===== config.mk =====
export PLATFORM = sky130hd
export DESIGN_NAME = power_timer
export DESIGN_NICKNAME = d
export VERILOG_FILES = /design/src/rtl/power_timer.sv
export SDC_FILE = /design/constraint.sdc
export NUM_CORES = 1
export LEC_CHECK = 0
export CAP_MARGIN = 25
export CELL_PAD_IN_SITES_DETAIL_PLACEMENT = 1
export CELL_PAD_IN_SITES_GLOBAL_PLACEMENT = 2
export CORE_MARGIN = 2
export CORE_UTILIZATION = 30
export DETAILED_ROUTE_END_ITERATION = 8
export GPL_TIMING_DRIVEN = 1
export PLACE_DENSITY = 0.73
export SLEW_MARGIN = 20
export SYNTH_ARGS = -nofsm -noshare
export SYNTH_HDL_FRONTEND = slang
export SYNTH_SLANG_ARGS = --single-unit
export TNS_END_PERCENT = 100

===== constraint.sdc =====
create_clock -name clk -period 2 [get_ports clk]
set_clock_uncertainty 0.1 [all_clocks]
set_input_delay 0.2 -clock clk [delete_from_list [all_inputs] [get_ports clk]]
set_output_delay 0.2 -clock clk [all_outputs]
set_load 0.02 [all_outputs]

===== src/rtl/power_timer.sv =====
// rtl/power_timer.sv - multi-channel start-triggered counter/timer with power-enable and done pulse
// Optional per-channel tick prescaler enabled by defining POWER_TIMER_PRESCALE_EN.
module power_timer #(
  parameter int WIDTH    = 16,
  parameter int CH       = 2,
  parameter int PRESCALE = 4
) (
  input  logic                  clk,
  input  logic                  rst_n,
  input  logic [CH-1:0]         rstart,
  input  logic [CH-1:0]         stop,
  input  logic [CH-1:0]         mode,
  input  logic [CH*WIDTH-1:0]   load_val,
  output logic [CH*WIDTH-1:0]   count,
  output logic [CH-1:0]         power,
  output logic [CH-1:0]         done
);

  typedef enum logic {IDLE = 1'b0, RUN = 1'b1} state_t;

`ifdef POWER_TIMER_PRESCALE_EN
  localparam int PW = $clog2(PRESCALE);
`endif

  genvar i;
  for (i = 0; i < CH; i++) begin : g_ch
    logic             s1, s2, s3;
    logic             start_evt;
    logic             tick;
    state_t           state_q, state_d;
    logic [WIDTH-1:0] cnt_q, cnt_d;
    logic [WIDTH-1:0] t_q, t_d;
    logic             mode_q, mode_d;
    logic             done_q, done_d;

    // s1/s2 resolve metastability; s3 gives the previous value for edge detection.
    always_ff @(posedge clk or negedge rst_n) begin
      if (!rst_n) begin
        s1 <= 1'b0;
        s2 <= 1'b0;
        s3 <= 1'b0;
      end else begin
        s1 <= rstart[i];
        s2 <= s1;
        s3 <= s2;
      end
    end

    assign start_evt = s2 & ~s3;

`ifdef POWER_TIMER_PRESCALE_EN
    logic [PW-1:0] presc_q, presc_d;

    assign tick = (presc_q == PW'(PRESCALE - 1));

    always_ff @(posedge clk or negedge rst_n) begin
      if (!rst_n) presc_q <= '0;
      else        presc_q <= presc_d;
    end
`else
    assign tick = 1'b1;
`endif

    always_ff @(posedge clk or negedge rst_n) begin
      if (!rst_n) begin
        state_q <= IDLE;
        cnt_q   <= '0;
        t_q     <= '0;
        mode_q  <= 1'b0;
        done_q  <= 1'b0;
      end else begin
        state_q <= state_d;
        cnt_q   <= cnt_d;
        t_q     <= t_d;
        mode_q  <= mode_d;
        done_q  <= done_d;
      end
    end

    // Priority: stop, then (re)start, then counting; a restart never emits done.
    always_comb begin
      state_d = state_q;
      cnt_d   = cnt_q;
      t_d     = t_q;
      mode_d  = mode_q;
      done_d  = 1'b0;
`ifdef POWER_TIMER_PRESCALE_EN
      presc_d = presc_q;
`endif
      if (stop[i]) begin
        state_d = IDLE;
      end else if (start_evt) begin
        state_d = RUN;
        cnt_d   = '0;
        t_d     = load_val[i*WIDTH +: WIDTH];
        mode_d  = mode[i];
`ifdef POWER_TIMER_PRESCALE_EN
        presc_d = '0;
`endif
      end else if (state_q == RUN) begin
`ifdef POWER_TIMER_PRESCALE_EN
        presc_d = tick ? '0 : presc_q + 1'b1;
`endif
        if (tick) begin
          if (cnt_q == t_q) begin
            done_d = 1'b1;
            if (mode_q) cnt_d   = '0;
            else        state_d = IDLE;
          end else begin
            cnt_d = cnt_q + 1'b1;
          end
        end
      end
    end

    assign count[i*WIDTH +: WIDTH] = cnt_q;
    assign power[i]                = (state_q == RUN);
    assign done[i]                 = done_q;
  end

endmodule


Word-level counts from Yosys, hierarchy flattened:

Cells that the tools add are included.
Widths: inputs -> output; s select.

* output and inout bits: 36
* bits of input ports: 40
* word-level logic and storage cells: 60
* register bits after elaboration: 76

* eq/ne operators: 4
* bitwise operators: 6
* reduce and logical (&&, ||, !) cells: 6
* muxes and demuxes: 26
* $add $sub $neg: 2

Operators by type and width (count)
* $mux 16: 8
* $add 16x1->16 const B: 2
* $eq 16x16->1: 2
* $mux 1: 18
* $ne 3x3->1 const B: 2
* $reduce_and 3->1: 2
* $not 1->1: 4
* $reduce_and 2->1: 2
* $reduce_bool 2->1: 2
* $and 1x1->1: 2

Depth between registers and ports, before layout:

* word-level depth: 5
* gate-level depth with buffers: 7
* gate-level depth less buffers: 6

Worst setup path before layout:

Ideal clock, no wire load.

* kind: register -> register
* start: register g_ch[0].cnt_q[0]
* end: register g_ch[0].cnt_q[12]
* arrival: 1.884 ns
* library setup time: 0.126 ns
* cell stages (with the launch flop): 7
* buffers on the path: 0
* period minus slack after synthesis: 2.110 ns
* required time: 1.774 ns
* slack: -0.110 ns
* cells stage by stage: dfrtp_1 > ha_1 > and4_1 > nand4_1 > or3_1 > and4_1 > a221o_1

* cells in the longest elaborated chain, start to end: 4
* elaborated cells between the ends (all ways): 7
* classes of those cells: 1 x add/sub; 2 x eq/ne; 3 x mux; 1 x reduce/logical

Ends and longest elaborated chain
* start: declaration: line 31 `logic [WIDTH-1:0] cnt_q, cnt_d;`
* start signal: assignment: line 73 `cnt_q <= cnt_d;`
* $add 16x1->16 / $eq 16x16->1 (equally long branches): line 110, 105
* $mux 16: line 105 `if (cnt_q == t_q) begin`
* $mux 16: line 100 `end else if (state_q == RUN) begin`
* $mux 16: line 92 `end else if (start_evt) begin`

Parallel ways exist; a longest one is shown, timed or not. The select of a mux whose other input is x is not followed.
A chain may end at the register's enable or synchronous reset.

Worst setup path after layout:

Same ends and word-level chain as after synthesis.

==> metrics.csv <==
stage;metric;value;unit
run_status;status;completed;
timing;drv_slew;0;
setup_path;startpoint_type;flip-flop;
grt;grt-ovfl-total;0;
timing;rsz0062_at_grt;yes;
timing;setup_violations;0;
timing;finalCritPeriodShare;98.22;%
logic_synthesis;async_flop_share;100.0;%
cts;clockRootBuffer;clkbuf_16;
drt;wl_per_cell;17.91;µm
power_and_ir_drop;comb_power_share;30.9;%
power_and_ir_drop;clock_power_share;31.6;%
logic_synthesis;synth_top_family_by_area;simple AND/OR/NAND/NOR gates;
power_and_ir_drop;p_switching;0.001609;W
drt;first_pass_iters;4;
setup_path;crit_chain;ha_4, and4_4, nand4_1, or3_1, and4_1, a221o_1;
grt;grt_first_pass_wirelength;19.36;mm
drt;ant_nets;0;
logic_synthesis;synthXorXnorAreaFrac;7.216;%
placed_design;gp_congestion;0.8216;
logic_synthesis;yosys.area_share.adder;0.6443;%
floorplanning;die_w;117.8;µm
setup_path;crit_type;reg2reg;
floorplanning;start_util;30.78;%
cts;cts_buffer_depth;2;
timing;hold_slack;0.2051;ns
logic_synthesis;ys_top_cells_by_area;dfrtp_1 (49%), mux2_2 (10%), xor2_1 (7.2%);
timing;period_needed;1.964;ns
setup_path;cp.required;2.12;ns
layout;num_antenna_cells;0;
placed_design;dp.cells;648;
drt;drt-initial-drc-count;140;
logic_synthesis;synth.yosys.warnings;0;
logic_synthesis;synth_compound_area_share;8.666;%
logic_synthesis;yosys.area_share.simple;19.17;%
logic_synthesis;yosysSeqAreaShare;48.97;%
power_and_ir_drop;p_leak;2.519;nW
flow_run;drv_cap;0;
layout;fin_nets;544;
logic_synthesis;syn_area;0.003884;mm²
timing;slew_headroom;60.95;%
power_and_ir_drop;pwr_density_cell;905.2;mW/mm²
floorplanning;die-area;0.01387;mm²
logic_synthesis;syn_inst;354;
logic_synthesis;synth_commonest_cells;dfrtp_1 (76), mux2_2 (35), xor2_1 (32);
cts;worstSkewPairLatency;0.33;ns
power_and_ir_drop;total_power;0.005214;W
logic_synthesis;synth_top_area_share;48.97;%
cts;cts_sinks;76;
setup_path;cp.arrival;2.08;ns
logic_synthesis;syn_area_per_cell;10.97;µm²
timing;worst_pin_slew;0.5858;ns
cts;h-tree-depth;3;
layout;drive_gt1_share;30.18;%
grt;antenna_found_initial;0;
logic_synthesis;yosysMostFrequentCell;dfrtp_1;
floorplanning;rows;41;
logic_synthesis;synth-edff-count;0;
power_and_ir_drop;sw_frac_of_total;30.85;%
timing;hold_violations;0;
grt;grt_pass1_vias;3663;
min_path;hold_path.class;in2reg;
floorplanning;core_region_area;0.01262;mm²
layout;syn_to_final_growth;48.32;%
cts;cts_inserted_buffers;9;
floorplanning;num_io_pins;76;
timing;fin_tns_setup;0;ns
drt;viasPerCell;5.004;
logic_synthesis;synth_mux_area_share;10.66;%
grt;grtUsageTotal;17.84;%
logic_synthesis;synth-seq-cells;76;
logic_synthesis;synth_top_cell_by_area;dfrtp_1;
layout;fin_cells;679;
drt;via_count;3398;
power_and_ir_drop;p_seq_share;37.5;%
grt;grt_max_degree;45;
cts;clkTransAtPathRegs;0.06;ns
placed_design;portBuffers;75;
setup_path;cp_slowest_stage_delay;0.43;ns
layout;fin_util;45.65;%
cts;tritoncts;built;
power_and_ir_drop;p_int;0.003606;W
placed_design;dp_hpwl;9.050;mm
floorplanning;die_h;117.8;µm
setup_path;worstSetupEndpointType;flip-flop;
drt;wirelength;12.16;mm
logic_synthesis;syn_nets;396;
setup_path;cpMaxStageDelayCell;dfrtp_2;
logic_synthesis;synth_cell_types;37;
timing;max_freq;509.0;MHz
power_and_ir_drop;ir_drop;349.9;µV
setup_path;crit_fanout;4;
logic_synthesis;synth_ff_type;dfrtp_1;
drt;drcViolationCount;0;
## power groups by stage
| stage | Combinational (W) | Clock [W] | Sequential [W] |
|---|---|---|---|
| floorplan | 0.000649 | 0 | 0.00211 |
| global placement | 0.00148 | 0 | 0.00197 |
| detailed placement | 0.00152 | 0 | 0.00199 |
| CTS | 0.00158 | 0.00170 | 0.00196 |
| global route | 0.00175 | 0.00178 | 0.00199 |
| finish | 0.00161 | 0.00165 | 0.00195 |
## final timing paths
check                                    endpoint  cells after the start             start  slack, ns
worst max-delay path            g_ch[0].cnt_q[12]                      6  g_ch[0].cnt_q[0]       0.04
worst min-delay path                   g_ch[0].s1                      1         rstart[0]       0.21
worst max register to register  g_ch[0].cnt_q[12]                      6  g_ch[0].cnt_q[0]       0.04
worst min register to register         g_ch[0].s2                      0        g_ch[0].s1       0.25
max in group asynchronous          g_ch[1].t_q[2]                      3             rst_n       0.79
min in group asynchronous              g_ch[1].s3                      2             rst_n       0.32
## per-layer routing
metal / global-route usage (%) / part of all wire (%) / vias up
li1: - / - / 1594
met1: 21.40 / 43 / 1723
met2: 32.12 / 53 / 71
met3: 3.198 / 3.4 / 10
met4: 5.949 / 1.3 / 0
met5: 0 / 0 / -
## repair_timing
| item | CTS | global route |
|---|---|---|
| cloned | 0 | 1 |
| setup endpoints to repair | 32 | 29 |
| buffers inserted | 6 | 7 |
| resized for setup | 7 | 16 |
| hold endpoints to repair | 41 | 0 |
| hold buffers | 1 | 0 |
| pin swaps | 8 | 8 |
## flip-flops by register name (all words and copies together) (netlist names)
| register | flops |
|---|---|
| g_ch.done_q | 2 |
| g_ch.s3 | 2 |
| g_ch.s1 | 2 |
| g_ch.s2 | 2 |
| g_ch.mode_q | 2 |
| g_ch.state_q | 2 |
| g_ch.t_q | 32 |
| g_ch.cnt_q | 32 |
## layout by cell type (no fill, tap or decap), types with 6 or more instances in the layout
| cell | n |
|---|---|
| a221o_1 | 9 |
| buf_4 | 71 |
| clkbuf_16 | 9 |
| clkdlybuf4s50_1 | 74 |
| dfrtp_1 | 71 |
| inv_1 | 20 |
| mux2_2 | 35 |
| nand2_1 | 23 |
| nand2b_1 | 6 |
| nand3_1 | 19 |
| nand4_1 | 19 |
| nor2_1 | 19 |
| nor3_1 | 9 |
| o221ai_1 | 15 |
| xor2_1 | 31 |
## per-stage QoR
| stage | setup slack, ns | instance area, µm² |
|---|---|---|
| detailed placement | -0.2184 | 5240 |
| floorplan | 0.004017 | 3901 |
| finish | 0.03551 | 5761 |
| CTS | 0.02135 | 5647 |
| global route | -0.04732 | 5761 |
| global placement | -0.1216 | 5240 |
## critical path, delay by kind of cell (launching register included)
kind / cells / cell delay (ns)
AOI/OAI and AO/OA: 1 / 0.26
adders and majority gates: 1 / 0.16
DFF: 1 / 0.43
and+or+nand+nor: 4 / 0.88
## logic make-up after synthesis
logic type / Yosys count
and+or+nand+nor: 132
DFF: 76
AOI/OAI and AO/OA: 39
muxes: 37
buffers and inverters: 36
xor gates and xnor gates: 32
adders and majority gates: 2
## final cells by class
class	instances	area, µm²
clock buffers	12	256.5
clock inverters	4	47.55
fillers	1423	6859
inverters	21	78.83
multi-input cells	242	1886
flip-flops and latches	76	1908
well taps	172	215.2
repair buffers	152	1369
(Power assumes the default switching activity.)
